===== config.mk =====
export PLATFORM = sky130hd
export DESIGN_NAME = leitor_jogadas
export DESIGN_NICKNAME = d
export VERILOG_FILES = /design/src/rtl/leitor_jogadas.sv
export SDC_FILE = /design/constraint.sdc
export NUM_CORES = 1
export LEC_CHECK = 0
export ABC_AREA = 1
export BUFFER_PORTS_ARGS = -buffer_cell sky130_fd_sc_hd__buf_2
export CORE_ASPECT_RATIO = 0.8
export CORE_MARGIN = 8
export CORE_UTILIZATION = 45
export DETAILED_ROUTE_END_ITERATION = 8
export PLACE_DENSITY = 0.65
export SKIP_CTS_REPAIR_TIMING = 1
export SLEW_MARGIN = 20
export SYNTH_ARGS = -nofsm -noshare
export SYNTH_HDL_FRONTEND = slang
export SYNTH_SLANG_ARGS = --single-unit

===== constraint.sdc =====
create_clock -name clock -period 3.6 [get_ports clock]
set_clock_uncertainty 0.2 [all_clocks]
set_input_delay 0.18 -clock clock [delete_from_list [all_inputs] [get_ports clock]]
set_output_delay 0.18 -clock clock [all_outputs]
set_load 0.02 [all_outputs]

===== src/rtl/leitor_jogadas.sv =====
// Playback and check of the three stored moves: snapshot on start, show each move,
// then compare the player's three moves against the snapshot.
//   state   | meaning
//   OCIOSO  | idle, waiting for iniciar
//   CARREGA | one cycle, latch the three stored moves
//   EXIBE   | showing snapshot[indice]
//   PAUSA   | blank gap between shown moves
//   ESPERA  | waiting for the player's move number indice
//   ACERTO  | all three moves matched
//   ERRO    | a move mismatched
module leitor_jogadas #(
  parameter int TEMPO_EXIBICAO = 25,
  parameter int TEMPO_PAUSA    = 5,
  parameter int LARGURA_CONT   = 16
) (
  input  logic       clock,
  input  logic       reset,
  input  logic       iniciar,
  input  logic [2:0] coluna1,
  input  logic [2:0] linha1,
  input  logic [2:0] coluna2,
  input  logic [2:0] linha2,
  input  logic [2:0] coluna3,
  input  logic [2:0] linha3,
  input  logic       jogadaValida,
  input  logic [2:0] colunaJogador,
  input  logic [2:0] linhaJogador,
  output logic [2:0] colunaExibida,
  output logic [2:0] linhaExibida,
  output logic       exibindo,
  output logic       aguardandoJogada,
  output logic [1:0] indice,
  output logic       acertou,
  output logic       errou
);

  typedef enum logic [2:0] {
    OCIOSO, CARREGA, EXIBE, PAUSA, ESPERA, ACERTO, ERRO
  } estado_t;

  localparam logic [LARGURA_CONT-1:0] C_EXIBE = LARGURA_CONT'(TEMPO_EXIBICAO - 1);
  localparam logic [LARGURA_CONT-1:0] C_PAUSA = LARGURA_CONT'(TEMPO_PAUSA - 1);

  estado_t                 r_estado, w_estado_nxt;
  logic [1:0]              r_indice, w_indice_nxt;
  logic [LARGURA_CONT-1:0] r_cont, w_cont_nxt;
  logic [2:0][2:0]         r_snap_col, r_snap_lin, w_snap_col_nxt, w_snap_lin_nxt;
  logic [2:0]              w_col_sel, w_lin_sel, w_col_esp, w_lin_esp;
  logic                    w_exibe_nxt;

  function automatic logic [2:0] seleciona(input logic [2:0][2:0] v, input logic [1:0] i);
    case (i)
      2'd1:    return v[1];
      2'd2:    return v[2];
      default: return v[0];
    endcase
  endfunction

  assign w_col_esp = seleciona(r_snap_col, r_indice);
  assign w_lin_esp = seleciona(r_snap_lin, r_indice);

  always_comb begin
    w_estado_nxt   = r_estado;
    w_indice_nxt   = r_indice;
    w_cont_nxt     = r_cont;
    w_snap_col_nxt = r_snap_col;
    w_snap_lin_nxt = r_snap_lin;
    case (r_estado)
      OCIOSO, ACERTO, ERRO: begin
        if (iniciar) begin
          w_estado_nxt = CARREGA;
          w_indice_nxt = 2'd0;
        end
      end
      CARREGA: begin
        w_snap_col_nxt = {coluna3, coluna2, coluna1};
        w_snap_lin_nxt = {linha3, linha2, linha1};
        w_indice_nxt   = 2'd0;
        w_cont_nxt     = C_EXIBE;
        w_estado_nxt   = EXIBE;
      end
      EXIBE: begin
        if (r_cont == '0) begin
          if (r_indice == 2'd2) begin
            w_estado_nxt = ESPERA;
            w_indice_nxt = 2'd0;
          end else begin
            w_estado_nxt = PAUSA;
            w_cont_nxt   = C_PAUSA;
          end
        end else begin
          w_cont_nxt = r_cont - 1'b1;
        end
      end
      PAUSA: begin
        if (r_cont == '0) begin
          w_estado_nxt = EXIBE;
          w_indice_nxt = r_indice + 2'd1;
          w_cont_nxt   = C_EXIBE;
        end else begin
          w_cont_nxt = r_cont - 1'b1;
        end
      end
      ESPERA: begin
        if (jogadaValida) begin
          if (colunaJogador == w_col_esp && linhaJogador == w_lin_esp) begin
            if (r_indice == 2'd2) w_estado_nxt = ACERTO;
            else                  w_indice_nxt = r_indice + 2'd1;
          end else begin
            w_estado_nxt = ERRO;
          end
        end
      end
      default: w_estado_nxt = OCIOSO;
    endcase
  end

  // Outputs are registered from the next-state values so they line up with the state.
  assign w_exibe_nxt = (w_estado_nxt == EXIBE);
  assign w_col_sel   = seleciona(w_snap_col_nxt, w_indice_nxt);
  assign w_lin_sel   = seleciona(w_snap_lin_nxt, w_indice_nxt);

  always_ff @(posedge clock) begin
    if (!reset) begin
      r_estado         <= OCIOSO;
      r_indice         <= 2'd0;
      r_cont           <= '0;
      r_snap_col       <= '0;
      r_snap_lin       <= '0;
      colunaExibida    <= 3'd0;
      linhaExibida     <= 3'd0;
      exibindo         <= 1'b0;
      aguardandoJogada <= 1'b0;
      indice           <= 2'd0;
      acertou          <= 1'b0;
      errou            <= 1'b0;
    end else begin
      r_estado         <= w_estado_nxt;
      r_indice         <= w_indice_nxt;
      r_cont           <= w_cont_nxt;
      r_snap_col       <= w_snap_col_nxt;
      r_snap_lin       <= w_snap_lin_nxt;
      colunaExibida    <= w_exibe_nxt ? w_col_sel : 3'd0;
      linhaExibida     <= w_exibe_nxt ? w_lin_sel : 3'd0;
      exibindo         <= w_exibe_nxt;
      aguardandoJogada <= (w_estado_nxt == ESPERA);
      indice           <= w_indice_nxt;
      acertou          <= (w_estado_nxt == ACERTO);
      errou            <= (w_estado_nxt == ERRO);
    end
  end

endmodule

==> run metrics <==
Setup crit end kind=flip-flop; Mapped Area=0.00270 sq mm; Mean Syn Cell Area=6.91 sq um; worst vdd ir=0.298 mV; CTS Buf Count=5; initial antenna violation count=0; Worst-Margin Slew=0.869 ns; clock buffer depth=2; ANT nets after route=0; Detailed Routing Iterations Pass 1=5; n_diodes=0; grt total ovfl=0; number of flops mapped to enable cells by yosys=0; Hold WC Path Type=in -> reg; reg2reg start=r_indice[0]; final worst slack=0.355 ns; Iter 0 DRT Violations=194; syn_nets=426; Detailed Route WL=6700 um; DP HPWL=5070 um; worst slack, placed=0.321 ns; vias=2,581; most common cell after layout, fill and taps aside=nand2_1; final hold violation count=2; global-route wire length before repair=11,100 um; CP arrival=3.25 ns; DP Cell Count=503; # IOs=40; Worst setup SP type=flip-flop; most frequent cells in the layout=85 x nand2_1, 65 x nor2_1, 49 x inv_1, 49 x dfxtp_1, 39 x buf_2; CTS tree=built; MaxCap Viol Count=0; Final TNS setup=0 ns; Total GRT Usage=15.9%; Reg2Reg Depth=18; post-synthesis cell count=391; Fmax=308 MHz; min Tclk post-route=3.24 ns; failing checks=hold timing; Core Area=0.00585 sq mm; Pwr Density=698 mW/mm^2; CTS root buf=clkbuf_8; Final period util=90.1%; DRC Markers=0; die height=85.3 um; Main synth FF type=dfxtp_1; Setup Viol. Count Final=0; clock latency at the later pin of the worst-skew pair=0.30 ns; Post-synth ARST share=0%; Nets=480; hold path depth=3; Synth Register Bits=49; end of the worst register-to-register path=colunaExibida[0]; largest net degree at the start of global routing=25; Setup CP Type=reg -> reg; Leak Pwr=1.63 nW; Max Slew Vio Count=0; share of layout cells above drive strength 1=15.2%; Seq/Total Area, Yosys=36.3%; Port-buffer cells=39; number of core rows=25; Ys Warns=0; RSZ-0062 raised after global routing=no; WL/cell=12.7 um; Worst Hold Endpoint=r_snap_col[0]; H-Tree Depth=2; Final Non-Filler Cells=527; Netlist cell types=33; die area=0.00875 sq mm; final hold slack=-0.0383 ns; area grow syn2layout=20.1%; relative slew slack=42.0%; worst hold start=coluna1[0]; clk slew on worst S/H paths=0.10 ns; critical path peak fanout=9; CP required=3.61 ns; Die X=103 um; vias per cell=4.90; R2R Setup Slk=0.36 ns; outcome=complete, but fails checks; vias in the first global route=2,341; starting density of the core=46.2%; routability cong.=0.836; CTS Sinks=49
==> sequential cells by signal (all words and copies together) (netlist names) <==
register	flops
acertou	1
aguardandoJogada	1
colunaExibida	3
errou	1
exibindo	1
linhaExibida	3
r_cont	16
r_estado	3
r_indice	2
r_snap_col	9
r_snap_lin	9
==> layout make-up <==
cell class,instances,area [sq um]
Clock buffer,5,68.8
Clock inverter,3,50.0
Fill cell,588,2600
Inverter,55,210
Multi-Input combinational cell,278,1470
Sequential cell,49,981
Tap cell,81,101
Timing Repair Buffer,56,363
==> worst max-delay path by stage <==
stage	from	end	slack, ns	depth (start not counted)
floorplan	r_indice[0]	colunaExibida[0]	0.49	21
global placement	r_indice[0]	linhaExibida[0]	0.40	18
detailed placement	r_indice[0]	linhaExibida[0]	0.32	19
CTS	r_indice[0]	colunaExibida[0]	0.30	19
global route	r_indice[0]	linhaExibida[0]	0.03	19
finish	r_indice[0]	colunaExibida[0]	0.36	18
==> where the power goes <==
part / internal [mW] / switching (mW) / total (mW)
combinational: 0.392 / 0.709 / 1.10
clock: 0.213 / 0.205 / 0.418
sequential: 0.662 / 0.0853 / 0.747
total: 1.27 / 0.999 / 2.27
==> Yosys cell counts, drive strengths merged (5+ instances only) <==
library cell	n	area share [%]
nand4	6	1.4
xor2	7	2.3
o21ai	14	3.0
a31oi	5	1.2
dfxtp	49	36
inv	55	7.6
nand2	86	12
o22ai	6	1.4
a21oi	18	3.8
nor3	13	2.8
nor2	70	10
ha	7	3.2
mux2i	13	4.8
nand3	23	5.1
buf	5	1.1
==> kinds of logic after synthesis <==
family / count (synthesis) / share of synthesized area [%]
compound gates: 46 / 10.3
flops: 49 / 36.3
buf+inv: 64 / 9.31
simple gates: 205 / 33.7
xor+xnor: 7 / 2.27
mux: 13 / 4.82
fa+ha+maj: 7 / 3.24
==> worst max-delay path, stage by stage (launching register included) <==
cell	delay, ns
dfxtp_1	0.44
inv_1	0.13
ha_2	0.46
inv_2	0.11
nand2_1	0.09
nand2_1	0.05
nand2_1	0.05
nand2_1	0.04
nor2_1	0.26
nand4_1	0.14
nand3_1	0.10
nand2_1	0.05
nand2_1	0.10
inv_1	0.06
ha_1	0.18
inv_1	0.23
o22ai_1	0.18
a21oi_1	0.20
nor2_1	0.07
==> routing by layer <==
metal | part of all wire (%) | global-route usage, % | vias to the layer above
li1 | - | - | 1360
met1 | 54 | 24.7 | 1148
met2 | 39 | 20.6 | 69
met3 | 6.1 | 3.11 | 4
met4 | 0.91 | 5.05 | 0
met5 | 0 | 0 | -
==> through the flow <==
stage | util (%) | power, mW | instance area (sq um) | hold slack (ns)
after floorplan | - | 1.63 | 2700 | 0.113
after global placement | 50.6 | 1.83 | 2960 | 0.237
after detailed placement | 50.6 | 1.84 | 2960 | 0.249
after CTS | 52.6 | 2.26 | 3080 | -0.0810
after global routing | 55.5 | 2.47 | 3250 | 0.0156
final | 55.5 | 2.27 | 3250 | -0.0383
No activity file was read; power rests on OpenSTA's default activity.
